===== config.mk =====
export PLATFORM = sky130hd
export DESIGN_NAME = buffer_escritura_memoria
export DESIGN_NICKNAME = d
export VERILOG_FILES = /design/src/rtl/buffer_escritura_memoria_pkg.sv /design/src/rtl/buffer_escritura_memoria_alineador.sv /design/src/rtl/buffer_escritura_memoria.sv
export SDC_FILE = /design/constraint.sdc
export NUM_CORES = 1
export LEC_CHECK = 0
export CAP_MARGIN = 30
export CORE_ASPECT_RATIO = 1.25
export CORE_MARGIN = 1
export CORE_UTILIZATION = 45
export DETAILED_ROUTE_END_ITERATION = 16
export PLACE_DENSITY = 0.67
export SLEW_MARGIN = 20
export SYNTH_ARGS = -nofsm -noshare
export SYNTH_HDL_FRONTEND = slang
export SYNTH_SLANG_ARGS = --single-unit
export TNS_END_PERCENT = 100

===== constraint.sdc =====
create_clock -name Clock -period 4.9 [get_ports Clock]
set_clock_uncertainty 0.05 [all_clocks]
set_input_delay 1.225 -clock Clock [delete_from_list [all_inputs] [get_ports Clock]]
set_output_delay 1.225 -clock Clock [all_outputs]
set_load 0.02 [all_outputs]

===== src/rtl/buffer_escritura_memoria_pkg.sv =====
// Shared definitions for the data-memory store path.
// Size codes, address width and the buffered store entry record.
package paquete_memoria;

    // Byte-address width the entry record is built for.
    // The top-level ADDR_W parameter must match this value.
    localparam int ANCHO_DIR = 32;

    localparam logic [1:0] TAM_BYTE    = 2'b00;
    localparam logic [1:0] TAM_MEDIO   = 2'b01;
    localparam logic [1:0] TAM_PALABRA = 2'b10;

    // One buffered store: word address, lane data, byte enables.
    typedef struct packed {
        logic [ANCHO_DIR-1:2] dir_palabra;
        logic [31:0]          dato;
        logic [3:0]           bytes;
    } entrada_t;

endpackage


===== src/rtl/buffer_escritura_memoria_alineador.sv =====
// Store alignment: places store data into byte lanes and builds enables.
// Ports: direccion_i, dato_i, tamano_i -> entrada_o (aligned entry), error_o.
module alineador_escritura
    import paquete_memoria::*;
(
    input  logic [ANCHO_DIR-1:0] direccion_i,
    input  logic [31:0]          dato_i,
    input  logic [1:0]           tamano_i,
    output entrada_t             entrada_o,
    output logic                 error_o
);

    logic [1:0] a;

    assign a = direccion_i[1:0];

    always_comb begin
        entrada_o             = '0;
        error_o               = 1'b0;
        entrada_o.dir_palabra = direccion_i[ANCHO_DIR-1:2];
        unique case (tamano_i)
            TAM_BYTE: begin
                entrada_o.bytes = 4'b0001 << a;
                entrada_o.dato  = {4{dato_i[7:0]}};
            end
            TAM_MEDIO: begin
                error_o         = a[0];
                entrada_o.bytes = a[1] ? 4'b1100 : 4'b0011;
                entrada_o.dato  = {2{dato_i[15:0]}};
            end
            TAM_PALABRA: begin
                error_o         = (a != 2'b00);
                entrada_o.bytes = 4'b1111;
                entrada_o.dato  = dato_i;
            end
            default: begin
                error_o = 1'b1;
            end
        endcase
    end

endmodule


===== src/rtl/buffer_escritura_memoria.sv =====
// Store buffer in front of the data memory: aligns core stores and
// drains them in order through a DEPTH-entry FIFO.
// Ports: Clock, Reset_n (sync, active-low); core side Escribir_valido/
// Escribir_listo, Direccion, Dato, Tamano; memory side Mem_valido/
// Mem_listo, Mem_direccion, Mem_dato, Mem_habilitar_bytes; status
// Vacio, Ocupacion, Error_alineacion.
module buffer_escritura_memoria
    import paquete_memoria::*;
#(
    parameter int DEPTH  = 4,
    parameter int ADDR_W = ANCHO_DIR
) (
    input  logic                   Clock,
    input  logic                   Reset_n,
    input  logic                   Escribir_valido,
    output logic                   Escribir_listo,
    input  logic [ADDR_W-1:0]      Direccion,
    input  logic [31:0]            Dato,
    input  logic [1:0]             Tamano,
    output logic                   Mem_valido,
    input  logic                   Mem_listo,
    output logic [ADDR_W-1:0]      Mem_direccion,
    output logic [31:0]            Mem_dato,
    output logic [3:0]             Mem_habilitar_bytes,
    output logic                   Vacio,
    output logic [$clog2(DEPTH):0] Ocupacion,
    output logic                   Error_alineacion
);

    localparam int PW = $clog2(DEPTH);
    localparam int CW = PW + 1;

    entrada_t        mem_q [DEPTH];
    entrada_t        entrada;
    entrada_t        cabeza;
    logic            error_al;

    logic [PW-1:0]   wr_q, wr_d;
    logic [PW-1:0]   rd_q, rd_d;
    logic [CW-1:0]   cnt_q, cnt_d;
    logic            err_q, err_d;

    logic            lleno;
    logic            vacio;
    logic            acepta;
    logic            push;
    logic            pop;

    alineador_escritura u_alineador (
        .direccion_i (Direccion),
        .dato_i      (Dato),
        .tamano_i    (Tamano),
        .entrada_o   (entrada),
        .error_o     (error_al)
    );

    // Ready depends only on the count, never on Mem_listo, so a pop
    // in the same cycle cannot open a slot in a full buffer.
    assign lleno  = (cnt_q == CW'(DEPTH));
    assign vacio  = (cnt_q == '0);
    assign acepta = Escribir_valido && !lleno;
    // A rejected request completes the handshake but stores nothing.
    assign push   = acepta && !error_al;
    assign pop    = !vacio && Mem_listo;

    always_comb begin
        wr_d  = wr_q;
        rd_d  = rd_q;
        cnt_d = cnt_q;
        err_d = acepta && error_al;
        if (push) begin
            wr_d = wr_q + PW'(1);
        end
        if (pop) begin
            rd_d = rd_q + PW'(1);
        end
        unique case ({push, pop})
            2'b10:   cnt_d = cnt_q + CW'(1);
            2'b01:   cnt_d = cnt_q - CW'(1);
            default: cnt_d = cnt_q;
        endcase
    end

    always_ff @(posedge Clock) begin
        if (!Reset_n) begin
            wr_q  <= '0;
            rd_q  <= '0;
            cnt_q <= '0;
            err_q <= 1'b0;
        end else begin
            wr_q  <= wr_d;
            rd_q  <= rd_d;
            cnt_q <= cnt_d;
            err_q <= err_d;
        end
    end

    // Storage holds no reset; validity is tracked by the count alone.
    always_ff @(posedge Clock) begin
        if (push) begin
            mem_q[wr_q] <= entrada;
        end
    end

    assign cabeza = mem_q[rd_q];

    // Head fields are gated to zero so stale storage never shows
    // on the memory bus while the buffer is empty.
    always_comb begin
        Mem_direccion       = '0;
        Mem_dato            = '0;
        Mem_habilitar_bytes = '0;
        if (!vacio) begin
            Mem_direccion       = {cabeza.dir_palabra, 2'b00};
            Mem_dato            = cabeza.dato;
            Mem_habilitar_bytes = cabeza.bytes;
        end
    end

    assign Escribir_listo   = !lleno;
    assign Mem_valido       = !vacio;
    assign Vacio            = vacio;
    assign Ocupacion        = cnt_q;
    assign Error_alineacion = err_q;

endmodule

==> out/metrics.cfg, run 1 <==
[status]
status=complete, no violations

[finish]
finish.net_count=786
fillers=1837
multi_input_area_um2=2630
register_area_um2=8140
area.growth.synth_to_final_pct=24.2
drive_above_1_share_pct=16.2
n_antenna_cell=0
mostFrequentLayoutCell=edfxtp_1
final_cell_mix=edfxtp_1 (264), clkdlybuf4s50_1 (142), and2_1 (69)

[power]
switching_pwr_mw=1.92
leakage_nw=4.48
sequentialPowerShare_pct=41.1
p_clk_share_pct=28.2
cellPowerDensity_nw_per_um2=497
ir_worst_vdd_v=0.000656
power.share.switching_pct=28.3
p_int_mw=4.87
power.combinational.fraction_pct=30.7

[critical_path]
endpoint_type_of_the_worst_setup_path=output pin
worstPathArrival_ns=2.91
crit_type=reg2out
worst_ep_required_time_ns=3.62
crit_path_max_fanout=25
setup.worst_path.start_class=flip-flop

[synthesis]
post_synth_inst_count=562
asyncSetResetFlopFracSynth_pct=0
seq_area_frac_synth_pct=74.0
ys_dominant_reg_cell=edfxtp_1
ys_seq_elements=274
post_synth_instance_area_um2=11000
yosys.area.top_type_share_pct=72.2
post_synth_fa_ha_maj_area_fraction_pct=0.752
synth_cell_types=30
synth_area_leaders=edfxtp_1 (72%), mux4_2 (14%), and2_1 (4.2%)
netlist.top_cell.by_area=edfxtp_1
synth-warning-count=0
synth_compound_gate_area_share_pct=2.54
syn_avg_cell_area_um2=19.5
dominant_combinational_cell_family_by_area_after_synthesis=multiplexers
synth-simple-area-share_pct=5.46
yosys.area_share.xor_xnor_pct=0.319
muxShareOfSynthArea_pct=14.6
synth_enable_flop_cells=264

[global_routing]
gr-usage-all-layers_pct=17.8
global_route.overflow_total=0
grt_antenna_before_repair=0
grt_pass1_vias=5905
global_route_wire_length_before_repair_mm=33.4
grt_start_max_net_pins=69

[floorplan]
boundary_pins=145
floorplan.initialDensity_pct=46.1
placement_rows=63
coreArea_um2=23800
die-height_um=177
dieWidth_um=142
dieArea_um2=25000

[timing]
rsz0062_at_grt=false
finalSetupTns_ns=0
report.final.slew_viol_count=0
worst_slew_pin_slew_ns=0.658
timing.hold.ws_ns=0.480
post-route-min-period_ns=4.18
report.final.hold_viol_count=0
slew-limit-headroom_pct=56.1
setup_viol=0
fmax_mhz=239
final_min_period_over_clock_period_pct=85.3

[placed_design]
gp_routability_congestion=0.787
detailedPlacementHpwl_mm=13.3
numPortBuffers=142

[clocking]
cts_setup_buffers=0
tritoncts.num_buffers=26
ctsHoldBuffers=0
tritoncts=yes
cts_max_path_buffers=3
clockRootBuffer=clkbuf_16
h_tree_levels=1
clk_latency_ns=0.51
tritoncts_num_sinks=274
ctsResizeCount=0
clk_pin_slew_ns=0.06

[detailed_routing]
dr.pass1.iters=4
detail_route.drc_violations=0
wl_per_cell_um=20.5
per_cell_via_count_in_the_routed_design=5.29
vias=5581
finalWirelength_mm=21.6
drtIter0Drc=398
detail-route-antenna-nets=0

[run]
drv_cap=0

[hold_path]
worst_hold_class=reg2reg

## area by class of cell
| type | instances | area share, % |
|---|---|---|
| clock buffers | 32 | 5.09 |
| multi-input cells | 239 | 19.2 |
| well taps | 325 | 2.98 |
| clock inverters | 16 | 0.890 |
| repair buffers | 152 | 11.7 |
| inverters | 17 | 0.468 |
| flip-flops and latches | 274 | 59.6 |
## per-layer routing
| metal | routed length, um | GRT usage [%] | share of wire, % | vias to the layer above |
|---|---|---|---|---|
| li1 | - | - | - | 2501 |
| met1 | 8920 | 24.5 | 41 | 2818 |
| met2 | 10700 | 29.8 | 50 | 232 |
| met3 | 1480 | 2.71 | 6.9 | 30 |
| met4 | 452 | 4.93 | 2.1 | 0 |
| met5 | 0 | 0 | 0 | - |
## power groups by stage
| stage | Combinational (mW) | Clock, mW | Sequential (mW) |
|---|---|---|---|
| finish | 2.08 | 1.91 | 2.79 |
| global route | 2.24 | 2.04 | 2.81 |
| CTS | 2.12 | 1.95 | 2.81 |
| detailed placement | 2.11 | 0 | 2.86 |
| global placement | 2.08 | 0 | 2.85 |
| floorplan | 1.32 | 0 | 2.77 |
## registers in the layout, indices dropped and copies added (netlist names), named ones only
name              flops
mem_q               264
Ocupacion             3
rd_q                  2
wr_q                  2
Error_alineacion      1
## path summary, 6_finish.rpt
path | startpoint | endpoint | slack [ns] | cells past startpoint
setup / recovery | flip-flop | Mem_direccion[14] | 0.72 | 4
hold / removal | wr_q[1]$_SDFFE_PN0P_ | wr_q[1]$_SDFFE_PN0P_ | 0.48 | 2
setup reg to reg | Ocupacion[2]$_SDFFE_PN0P_ | Ocupacion[2]$_SDFFE_PN0P_ | 2.27 | 9
hold reg to reg | wr_q[1]$_SDFFE_PN0P_ | wr_q[1]$_SDFFE_PN0P_ | 0.48 | 2
## per-stage QoR
step | cells | utilization [%] | setup WS [ns] | total power [mW] | area (um2)
after floorplan | 563 | - | 1.00 | 4.09 | 11000
after global placement | 1002 | 53.3 | 1.13 | 4.94 | 12700
after detailed placement | 1006 | 53.8 | 1.02 | 4.97 | 12800
after CTS | 1054 | 57.2 | 0.627 | 6.88 | 13600
after global routing | 1055 | 57.3 | 0.490 | 7.09 | 13600
final | 1055 | 57.3 | 0.719 | 6.79 | 13600
## critical path, cell delays in order (launching register included)
cell and delay, ns:
dfxtp_4 0.69, buf_4 0.43, mux4_2 0.56, and2_1 0.17, clkdlybuf4s50_1 0.53
## logic make-up (layout without fill, tap and decap cells)
kind of cell,Yosys count,after routing
other,1,2
multiplexers,78,78
buffers and inverters,50,217
AO/OA/AOI/OAI,45,45
adder cells (fa/ha/maj),6,6
AND/OR/NAND/NOR,104,104
flip-flops,274,274
XOR/XNOR,4,4
## cells in the mapped netlist (2+ instances only)
| cell type | count |
|---|---|
| nor2_1 | 9 |
| and2_1 | 73 |
| nand2_1 | 13 |
| inv_1 | 17 |
| or3_1 | 2 |
| mux2i_1 | 12 |
| a21oi_1 | 13 |
| a21o_1 | 16 |
| nor2b_1 | 3 |
| xor2_1 | 2 |
| clkbuf_1 | 15 |
| edfxtp_1 | 264 |
| o21ai_0 | 12 |
| buf_2 | 11 |
| xnor2_1 | 2 |
| dfxtp_1 | 10 |
| mux4_2 | 66 |
| buf_6 | 5 |
| ha_1 | 5 |
| buf_4 | 2 |
Power figures use the tool's default switching activity.
==> run 2: changes to the inputs <==
SKIP_LAST_GASP = 1   (was default)
==> results of run 2 <==
The final DEF is identical to that of run 1; final timing and power are the same.
